### src/rtl/fp_norm_seq.sv
// Iterative normalize-and-pack stage for single-precision adder results.
// One normalization step per clock, with valid/ready handshakes on both sides.
module fp_norm_seq (
  input  logic        clk,
  input  logic        rst_n,
  input  logic        in_valid,
  output logic        in_ready,
  input  logic        in_sign,
  input  logic [7:0]  in_exp,
  input  logic [24:0] in_mant,
  output logic        out_valid,
  input  logic        out_ready,
  output logic [31:0] out_z,
  output logic        out_ovf,
  output logic        out_zero,
  output logic        out_denorm,
  output logic [4:0]  out_steps
);

  localparam logic [1:0] S_IDLE = 2'd0;
  localparam logic [1:0] S_NORM = 2'd1;
  localparam logic [1:0] S_DONE = 2'd2;

  logic [1:0]  state_q, state_d;
  logic        ready_q, ready_d;
  logic        sign_q, sign_d;
  logic [7:0]  exp_q, exp_d;
  logic [24:0] mant_q, mant_d;
  logic [4:0]  steps_q, steps_d;
  logic [31:0] z_q, z_d;
  logic        ovf_q, ovf_d;
  logic        zero_q, zero_d;
  logic        denorm_q, denorm_d;
  logic [7:0]  exp_inc;

  assign exp_inc = exp_q + 8'd1;

  always_comb begin
    state_d  = state_q;
    sign_d   = sign_q;
    exp_d    = exp_q;
    mant_d   = mant_q;
    steps_d  = steps_q;
    z_d      = z_q;
    ovf_d    = ovf_q;
    zero_d   = zero_q;
    denorm_d = denorm_q;

    case (state_q)
      S_IDLE: begin
        if (in_valid && ready_q) begin
          sign_d  = in_sign;
          exp_d   = in_exp;
          mant_d  = in_mant;
          steps_d = 5'd0;
          state_d = S_NORM;
        end
      end
      S_NORM: begin
        steps_d = (steps_q == 5'd31) ? 5'd31 : steps_q + 5'd1;
        if (exp_q == 8'hFF) begin
          z_d      = {sign_q, 8'hFF, mant_q[22:0]};
          ovf_d    = 1'b0;
          zero_d   = 1'b0;
          denorm_d = 1'b0;
          state_d  = S_DONE;
        end else if (mant_q == 25'd0) begin
          z_d      = 32'd0;
          ovf_d    = 1'b0;
          zero_d   = 1'b1;
          denorm_d = 1'b0;
          state_d  = S_DONE;
        end else if (mant_q[24]) begin
          // Carry-out: shift right (truncate) and bump the exponent.
          mant_d = mant_q >> 1;
          exp_d  = exp_inc;
          if (exp_inc == 8'hFF) begin
            z_d      = {sign_q, 8'hFF, 23'd0};
            ovf_d    = 1'b1;
            zero_d   = 1'b0;
            denorm_d = 1'b0;
            state_d  = S_DONE;
          end
        end else if (mant_q[23]) begin
          z_d      = {sign_q, exp_q, mant_q[22:0]};
          ovf_d    = 1'b0;
          zero_d   = 1'b0;
          denorm_d = 1'b0;
          state_d  = S_DONE;
        end else if (exp_q <= 8'd1) begin
          z_d      = {sign_q, 8'h00, mant_q[22:0]};
          ovf_d    = 1'b0;
          zero_d   = 1'b0;
          denorm_d = 1'b1;
          state_d  = S_DONE;
        end else begin
          mant_d = mant_q << 1;
          exp_d  = exp_q - 8'd1;
        end
      end
      S_DONE: begin
        if (out_ready) state_d = S_IDLE;
      end
      default: state_d = S_IDLE;
    endcase

    // Registered so that ready stays low during reset and rises on the first edge after it.
    ready_d = (state_d == S_IDLE);
  end

  always_ff @(posedge clk or negedge rst_n) begin
    if (!rst_n) begin
      state_q  <= S_IDLE;
      ready_q  <= 1'b0;
      sign_q   <= 1'b0;
      exp_q    <= 8'd0;
      mant_q   <= 25'd0;
      steps_q  <= 5'd0;
      z_q      <= 32'd0;
      ovf_q    <= 1'b0;
      zero_q   <= 1'b0;
      denorm_q <= 1'b0;
    end else begin
      state_q  <= state_d;
      ready_q  <= ready_d;
      sign_q   <= sign_d;
      exp_q    <= exp_d;
      mant_q   <= mant_d;
      steps_q  <= steps_d;
      z_q      <= z_d;
      ovf_q    <= ovf_d;
      zero_q   <= zero_d;
      denorm_q <= denorm_d;
    end
  end

  assign in_ready   = ready_q;
  assign out_valid  = (state_q == S_DONE);
  assign out_z      = z_q;
  assign out_ovf    = ovf_q;
  assign out_zero   = zero_q;
  assign out_denorm = denorm_q;
  assign out_steps  = steps_q;

endmodule

### config.mk
export PLATFORM = sky130hd
export DESIGN_NAME = fp_norm_seq
export DESIGN_NICKNAME = d
export VERILOG_FILES = /design/src/rtl/fp_norm_seq.sv
export SDC_FILE = /design/constraint.sdc
export NUM_CORES = 1
export LEC_CHECK = 0
export ABC_AREA = 1
export CAP_MARGIN = 20
export CELL_PAD_IN_SITES_DETAIL_PLACEMENT = 0
export CELL_PAD_IN_SITES_GLOBAL_PLACEMENT = 1
export CORE_ASPECT_RATIO = 0.5
export CORE_MARGIN = 2
export CORE_UTILIZATION = 40
export CTS_BUF_LIST = sky130_fd_sc_hd__clkbuf_8
export DETAILED_ROUTE_END_ITERATION = 12
export PLACE_DENSITY = 0.92
export REMOVE_ABC_BUFFERS = 1
export SLEW_MARGIN = 20
export SYNTH_ARGS = -nofsm -noshare
export SYNTH_HDL_FRONTEND = slang
export SYNTH_SLANG_ARGS = --single-unit
### constraint.sdc
create_clock -name clk -period 2.68 [get_ports clk]
set_input_delay 0.67 -clock clk [delete_from_list [all_inputs] [get_ports clk]]
set_output_delay 0.67 -clock clk [all_outputs]
set_load 0.05 [all_outputs]
==> flow_summary_export.csv, run 1 <==
group,metric,value,unit
place,dp_hpwl,7650,um
logic_synthesis,async_flop_share,1.00,
run,maxCapViolations,0,
logic_synthesis,synth_top_area_share,0.443,
clock_network,htree_num_levels,3,
logic_synthesis,synth_area_leader_cell,"dfrtp_1",
global_route,grt_usage,0.210,
clock_network,path_clk_slew,70,ps
clock_network,ctsResizeCount,0,
power_and_ir_drop,ir_drop,458,uV
global_route,antenna_found_initial,0,
setup_path,arrival,1810,ps
route,drtAntennaViolNets,0,
setup_path,path_buf_inv,1,
route,vias,3989,
setup_path,crit_path_max_fanout,4,
place,portBuffers,79,
logic_synthesis,synth_edf_count,0,
timing,setup_viol_count_final,0,
layout,layout-area-overhead-vs-synth,25.7,%
floorplan,rows,26,
floorplan,die_x,151,um
clock_network,cts-root-buf,"clkbuf_8",
layout,drive_gt1_frac,0.114,
power_and_ir_drop,total_power,7.80,mW
logic_synthesis,yosysMostFrequentCell,"nand2_1",
setup_path,critPathCaptureType,"output port",
logic_synthesis,synthTopCellsByCount,"nand2_1, dfrtp_1, o21ai_0",
min_path,min_path_type,"primary input to asynchronous set/reset pin",
global_route,grt_max_degree,47,
power_and_ir_drop,cellPowerDensity,1430,mW/mm2
clock_network,clock_latency,370,ps
clock_network,clock_path_buffers,2,
route,wl_met2,5270,um
clock_network,holdBufCountCts,0,
timing,grt_setup_unrepaired,"no",
place,globalplace.congestion,0.821,
clock_network,cts_setup_buffers,0,
logic_synthesis,synth.avg_cell_area,7.69,um2
timing,max_freq,0.403,GHz
layout,instances_no_fill,779,
setup_path,critPathKind,"flop to output port",
route,drt-initial-drc-count,300,
timing,fin_crit_sh,0.925,
place,dp.cells,763,
layout,nFillCells,977,
floorplan,initial_utilization,0.419,
clock_network,cts_tree,"built",
floorplan,die_area,0.0118,mm2
route,wl_per_cell,14.5,um
logic_synthesis,synth_cells,565,
route,drc,0,
timing,fin_worst_skew,9.38,ps
route,top_layer,"met4",
setup_path,worstPathRequired,2010,ps
timing,slew_viol_final,0,
route,drt-total-wl,11300,um
global_route,grt_pass1_vias,3887,
floorplan,core-area,0.0104,mm2
logic_synthesis,yosysUniqueCellTypes,33,
setup_path,slowest_delay,820,ps
logic_synthesis,syn_area,0.00435,mm2
clock_network,clock_sinks,77,
setup_path,path_cells,"nor2_1, clkdlybuf4s50_1",
floorplan,die_h,77.7,um
timing,fin_crit,2480,ps
timing,worst_pin_slew,601,ps
setup_path,cp_slowest_cell,"clkdlybuf4s50_1",
clock_network,tritoncts.num_buffers,9,
logic_synthesis,ys_seq_area_frac,0.443,
route,routed_via_density,5.12,
outcome,outcome,"completed",
route,met1Wirelength,5400,um
timing,setup_slack,201,ps
route,wl_met3,553,um
setup_path,crit_family,"buffers and inverters",
logic_synthesis,synth_seq_cells,77,
layout,antennaDiodeCount,0,
logic_synthesis,synthFlopType,"dfrtp_1",
logic_synthesis,synthTopCellsByArea,"dfrtp_1, nand2_1, o21ai_0",
route,firstDrtPassIters,5,
logic_synthesis,ys_warn_count,0,
floorplan,pin_count,80,
power_and_ir_drop,p_leak,2.53,nW
global_route,grt_pass1_wl,19400,um
timing,hold_viol_final,0,
setup_path,cp-start-kind,"flop",
global_route,grt-ovfl-total,0,
timing,max_slew_margin,0.600,
place,pre_cts_ws,123,ps
layout,nets,677,
worst register-to-register path, stage by stage (launching register included):
cell	delay (ps)
dfrtp_1	460
inv_1	210
ha_1	270
o21ai_1	90
nor2_1	330
o211ai_1	190
nand2_4	200
buf_12	250
inv_1	180
nand2_1	80
nand2_1	50
report_power, final:
part           switching (mW)  total, mW  internal, mW
sequential              0.543       2.26          1.72
combinational            3.03       4.53          1.50
clock                   0.436       1.00         0.569
flip-flops by register name, summed over array words and instances, names as in the netlist:
signal / cells
out_steps: 5
in_ready: 1
out_denorm: 1
state_q: 2
out_zero: 1
exp_q: 8
out_ovf: 1
mant_q: 25
out_z: 32
sign_q: 1
cells by family (layout without fill, tap and decap cells):
logic type      after synthesis  count (layout)  synth area share
xor+xnor                      2               2           0.00403
flops                        77              77             0.443
simple gates                279             279             0.282
fa+ha+maj                     5               5            0.0144
buf+inv                      71             145            0.0780
compound gates              131             131             0.179
metrics by stage:
step / hold slack (ps) / cell area (um2) / setup TNS (ps) / util
finish: 304 / 5460 / 0 / 0.526
detailed placement: 464 / 5240 / 0 / 0.504
floorplan: 374 / 4140 / -4750 / -
global route: 340 / 5460 / 0 / 0.526
CTS: 317 / 5460 / 0 / 0.526
global placement: 458 / 5240 / 0 / 0.504
layout by cell type, fill, tap and decap left out, types with 2 or more instances in the layout:
master,count
inv_2,4
o21ai_0,63
o211ai_1,4
xor2_1,2
o21ai_2,15
a211oi_1,8
nor2_1,28
nand2_2,14
nand2_1,180
clkbuf_8,11
ha_1,5
buf_12,2
bufinv_16,2
a21oi_1,31
buf_4,13
dfrtp_1,77
a22oi_1,2
nor2_2,2
o21ai_1,3
nand3_2,2
clkdlybuf4s50_1,78
nand4_1,25
nor2_4,3
nand3_1,22
inv_1,34
worst paths after layout:
kind | start | endpoint | slack [ps] | depth (start not counted)
min reg2reg | out_z[2]$_DFFE_PN0P_ | out_z[2]$_DFFE_PN0P_ | 480 | 2
max in group asynchronous | rst_n | out_z[3]$_DFFE_PN0P_ | 1770 | 2
min in group clk | out_z[2]$_DFFE_PN0P_ | out_z[2]$_DFFE_PN0P_ | 480 | 2
max reg2reg | exp_q[0]$_DFFE_PN0P_ | exp_q[7]$_DFFE_PN0P_ | 270 | 10
max | state_q[0]$_DFF_PN0_ | out_valid | 200 | 2
min | rst_n | out_z[29]$_DFFE_PN0P_ | 300 | 1
layer usage:
metal | track usage | vias to the layer above
met3 | 0.0429 | 8
met2 | 0.339 | 85
met5 | 0 | -
met4 | 0.0533 | 0
met1 | 0.291 | 1888
li1 | - | 2008
cell type report:
cell class | instances | area (um2) | area share
well taps | 140 | 175 | 0.0321
inverters | 36 | 135 | 0.0247
repair buffers | 93 | 918 | 0.168
clock buffers | 11 | 151 | 0.0277
flip-flops and latches | 77 | 1930 | 0.353
multi-input cells | 417 | 2080 | 0.381
clock inverters | 5 | 75.1 | 0.0137
No activity file was read; power rests on OpenSTA's default activity.
==> inputs of run 2 (changes only) <==
--- a/config.mk
+++ b/config.mk
@@ -13,6 +13,6 @@
 export CORE_MARGIN = 2
-export CORE_UTILIZATION = 40
-export CTS_BUF_LIST = sky130_fd_sc_hd__clkbuf_8
+export CORE_UTILIZATION = 38
 export DETAILED_ROUTE_END_ITERATION = 12
-export PLACE_DENSITY = 0.92
+export GPL_ROUTABILITY_DRIVEN = 0
+export PLACE_DENSITY = 0.89
 export REMOVE_ABC_BUFFERS = 1
==> constraint.sdc (replaced) <==
create_clock -name clk -period 2.68 [get_ports clk]
set_input_delay 0.536 -clock clk [delete_from_list [all_inputs] [get_ports clk]]
set_output_delay 0.536 -clock clk [all_outputs]
set_load 0.05 [all_outputs]
==> flow_summary_export.csv, run 2 (same netlist as run 1, synthesis figures left out) <==
group,metric,value,unit
outcome,outcome,"completed",
global_route,grt_usage,0.192,
global_route,grt_max_degree,48,
layout,mostFrequentLayoutCells,"nand2_1, clkdlybuf4s50_1, dfrtp_1",
setup_path,slowest_delay,830,ps
setup_path,cp-start-kind,"flop",
floorplan,die_h,79.6,um
min_path,min_path_type,"primary input to asynchronous set/reset pin",
power_and_ir_drop,p_leak,2.55,nW
setup_path,critPathCaptureType,"output port",
layout,final_common_cell,"nand2_1",
timing,max_slew_margin,0.647,
timing,fin_tns_setup,0,ps
route,routed_via_density,5.10,
timing,slew_viol_final,0,
run,maxCapViolations,0,
clock_network,htree_num_levels,3,
route,met1Wirelength,5470,um
route,wl_met3,485,um
route,drtAntennaViolNets,0,
setup_path,critPathKind,"flop to output port",
clock_network,tritoncts.num_buffers,9,
layout,seq_area,0.00193,mm2
route,vias,3987,
place,pre_cts_ws,247,ps
timing,fin_crit,2310,ps
layout,antennaDiodeCount,0,
layout,largest_register_ff_count,32,
timing,hold_viol_final,0,
place,dp.cells,765,
setup_path,path_buf_inv,1,
layout,layout-area-overhead-vs-synth,27.5,%
route,drc,0,
setup_path,arrival,1770,ps
setup_path,r2r_slack,420,ps
place,portBuffers,79,
route,wl_met2,5190,um
floorplan,die_area,0.0124,mm2
setup_path,worstPathRequired,2140,ps
global_route,grt_pass1_vias,3780,
power_and_ir_drop,total_power,8.08,mW
setup_path,crit_path_max_fanout,4,
power_and_ir_drop,cellPowerDensity,1460,mW/mm2
setup_path,r2r_end,"mant_q[2]$_DFFE_PN0P_",
global_route,grt_pass1_wl,18900,um
route,top_layer,"met4",
clock_network,cts-root-buf,"clkbuf_16",
timing,setup_slack,369,ps
route,wl_per_cell,14.4,um
setup_path,crit_family,"buffers and inverters",
timing,worst_pin_slew,528,ps
clock_network,clock_path_buffers,2,
setup_path,cp_slowest_cell,"clkdlybuf4s50_1",
power_and_ir_drop,ir_drop,493,uV
setup_path,path_cells,"nor2_1, clkdlybuf4s50_1",
timing,max_freq,0.433,GHz
setup_path,reg2reg_depth,11,
timing,hold_ws,162,ps
route,firstDrtPassIters,5,
layout,instances_no_fill,781,
floorplan,die_x,155,um
layout,nets,674,
layout,utilization,0.500,
layout,nFillCells,1101,
floorplan,initial_utilization,0.392,
layout,design_area,0.00554,mm2
route,drt-total-wl,11200,um
place,dp_hpwl,7620,um
floorplan,pin_count,80,
clock_network,holdBufCountCts,0,
floorplan,core-area,0.0111,mm2
layout,multi_input_area,0.00208,mm2
clock_network,clock_sinks,77,
place,post_dp_cell_area,0.00522,mm2
timing,fin_worst_skew,9.53,ps
floorplan,rows,27,
clock_network,clock_latency,340,ps
timing,fin_crit_sh,0.862,
clock_network,path_clk_slew,60,ps
global_route,grt-ovfl-total,0,
layout,drive_gt1_frac,0.112,
route,drt-initial-drc-count,267,
timing,setup_viol_count_final,0,
clock_network,cts_tree,"built",
global_route,antenna_found_initial,0,
timing,grt_setup_unrepaired,"no",
setup_path,rr_startpoint,"exp_q[1]$_DFFE_PN0P_",
[run 2: changes by cell type in the layout (fill, tap and decap cells not counted)]
| cell | previous run | this run |
|---|---|---|
| clkinvlp_4 | 1 | 0 |
| inv_1 | 34 | 32 |
| buf_4 | 13 | 9 |
| buf_6 | 0 | 1 |
| clkbuf_1 | 0 | 1 |
| clkinv_4 | 0 | 2 |
| clkbuf_8 | 11 | 0 |
| clkinv_2 | 0 | 2 |
| clkbuf_16 | 0 | 9 |
[run 2: worst max path at each step]
stage	startpoint	to	slack, ps	depth (start not counted)
global placement	in_valid	mant_q[22]$_DFFE_PN0P_	260	9
global route	exp_q[0]$_DFFE_PN0P_	in_ready$_DFF_PN0_	120	11
finish	state_q[0]$_DFF_PN0_	out_valid	370	2
CTS	exp_q[0]$_DFFE_PN0P_	in_ready$_DFF_PN0_	320	11
detailed placement	in_valid	mant_q[2]$_DFFE_PN0P_	250	9
floorplan	mant_q[24]$_DFFE_PN0P_	in_ready$_DFF_PN0_	-180	9
[run 2: per-layer routing]
layer  vias to the layer above  GRT usage
met5                         -          0
met4                         0     0.0495
met3                         4     0.0434
met2                        88      0.307
met1                      1893      0.265
li1                       2002          -
[run 2: power breakdown]
group	switching [mW]	internal, mW
combinational	3.01	1.49
sequential	0.569	1.72
clock	0.482	0.815
total	4.06	4.03
[run 2: repair_timing]
action | 4_1_cts | 5_1_grt
buffers inserted | 0 | 0
endpoints found under the setup margin | 0 | 1
resized for setup | 0 | 1
[run 2: worst register-to-register path: stages, from the launching register on]
cell and delay [ps]:
dfrtp_1 460, ha_1 230, nand2_1 60, inv_1 110
nand2_2 90, nor2_4 260, inv_2 130, o21ai_4 160
a21oi_4 60, nand2_4 160, buf_12 260, o21ai_0 150
[run 2: final cells by class]
cell class	instances	share of cell area
clock buffer	10	0.0413
clock inverter	6	0.0158
inverter	36	0.0244
multi-input combinational	417	0.375
sequential	77	0.348
tap	145	0.0328
timing repair buffer	90	0.162
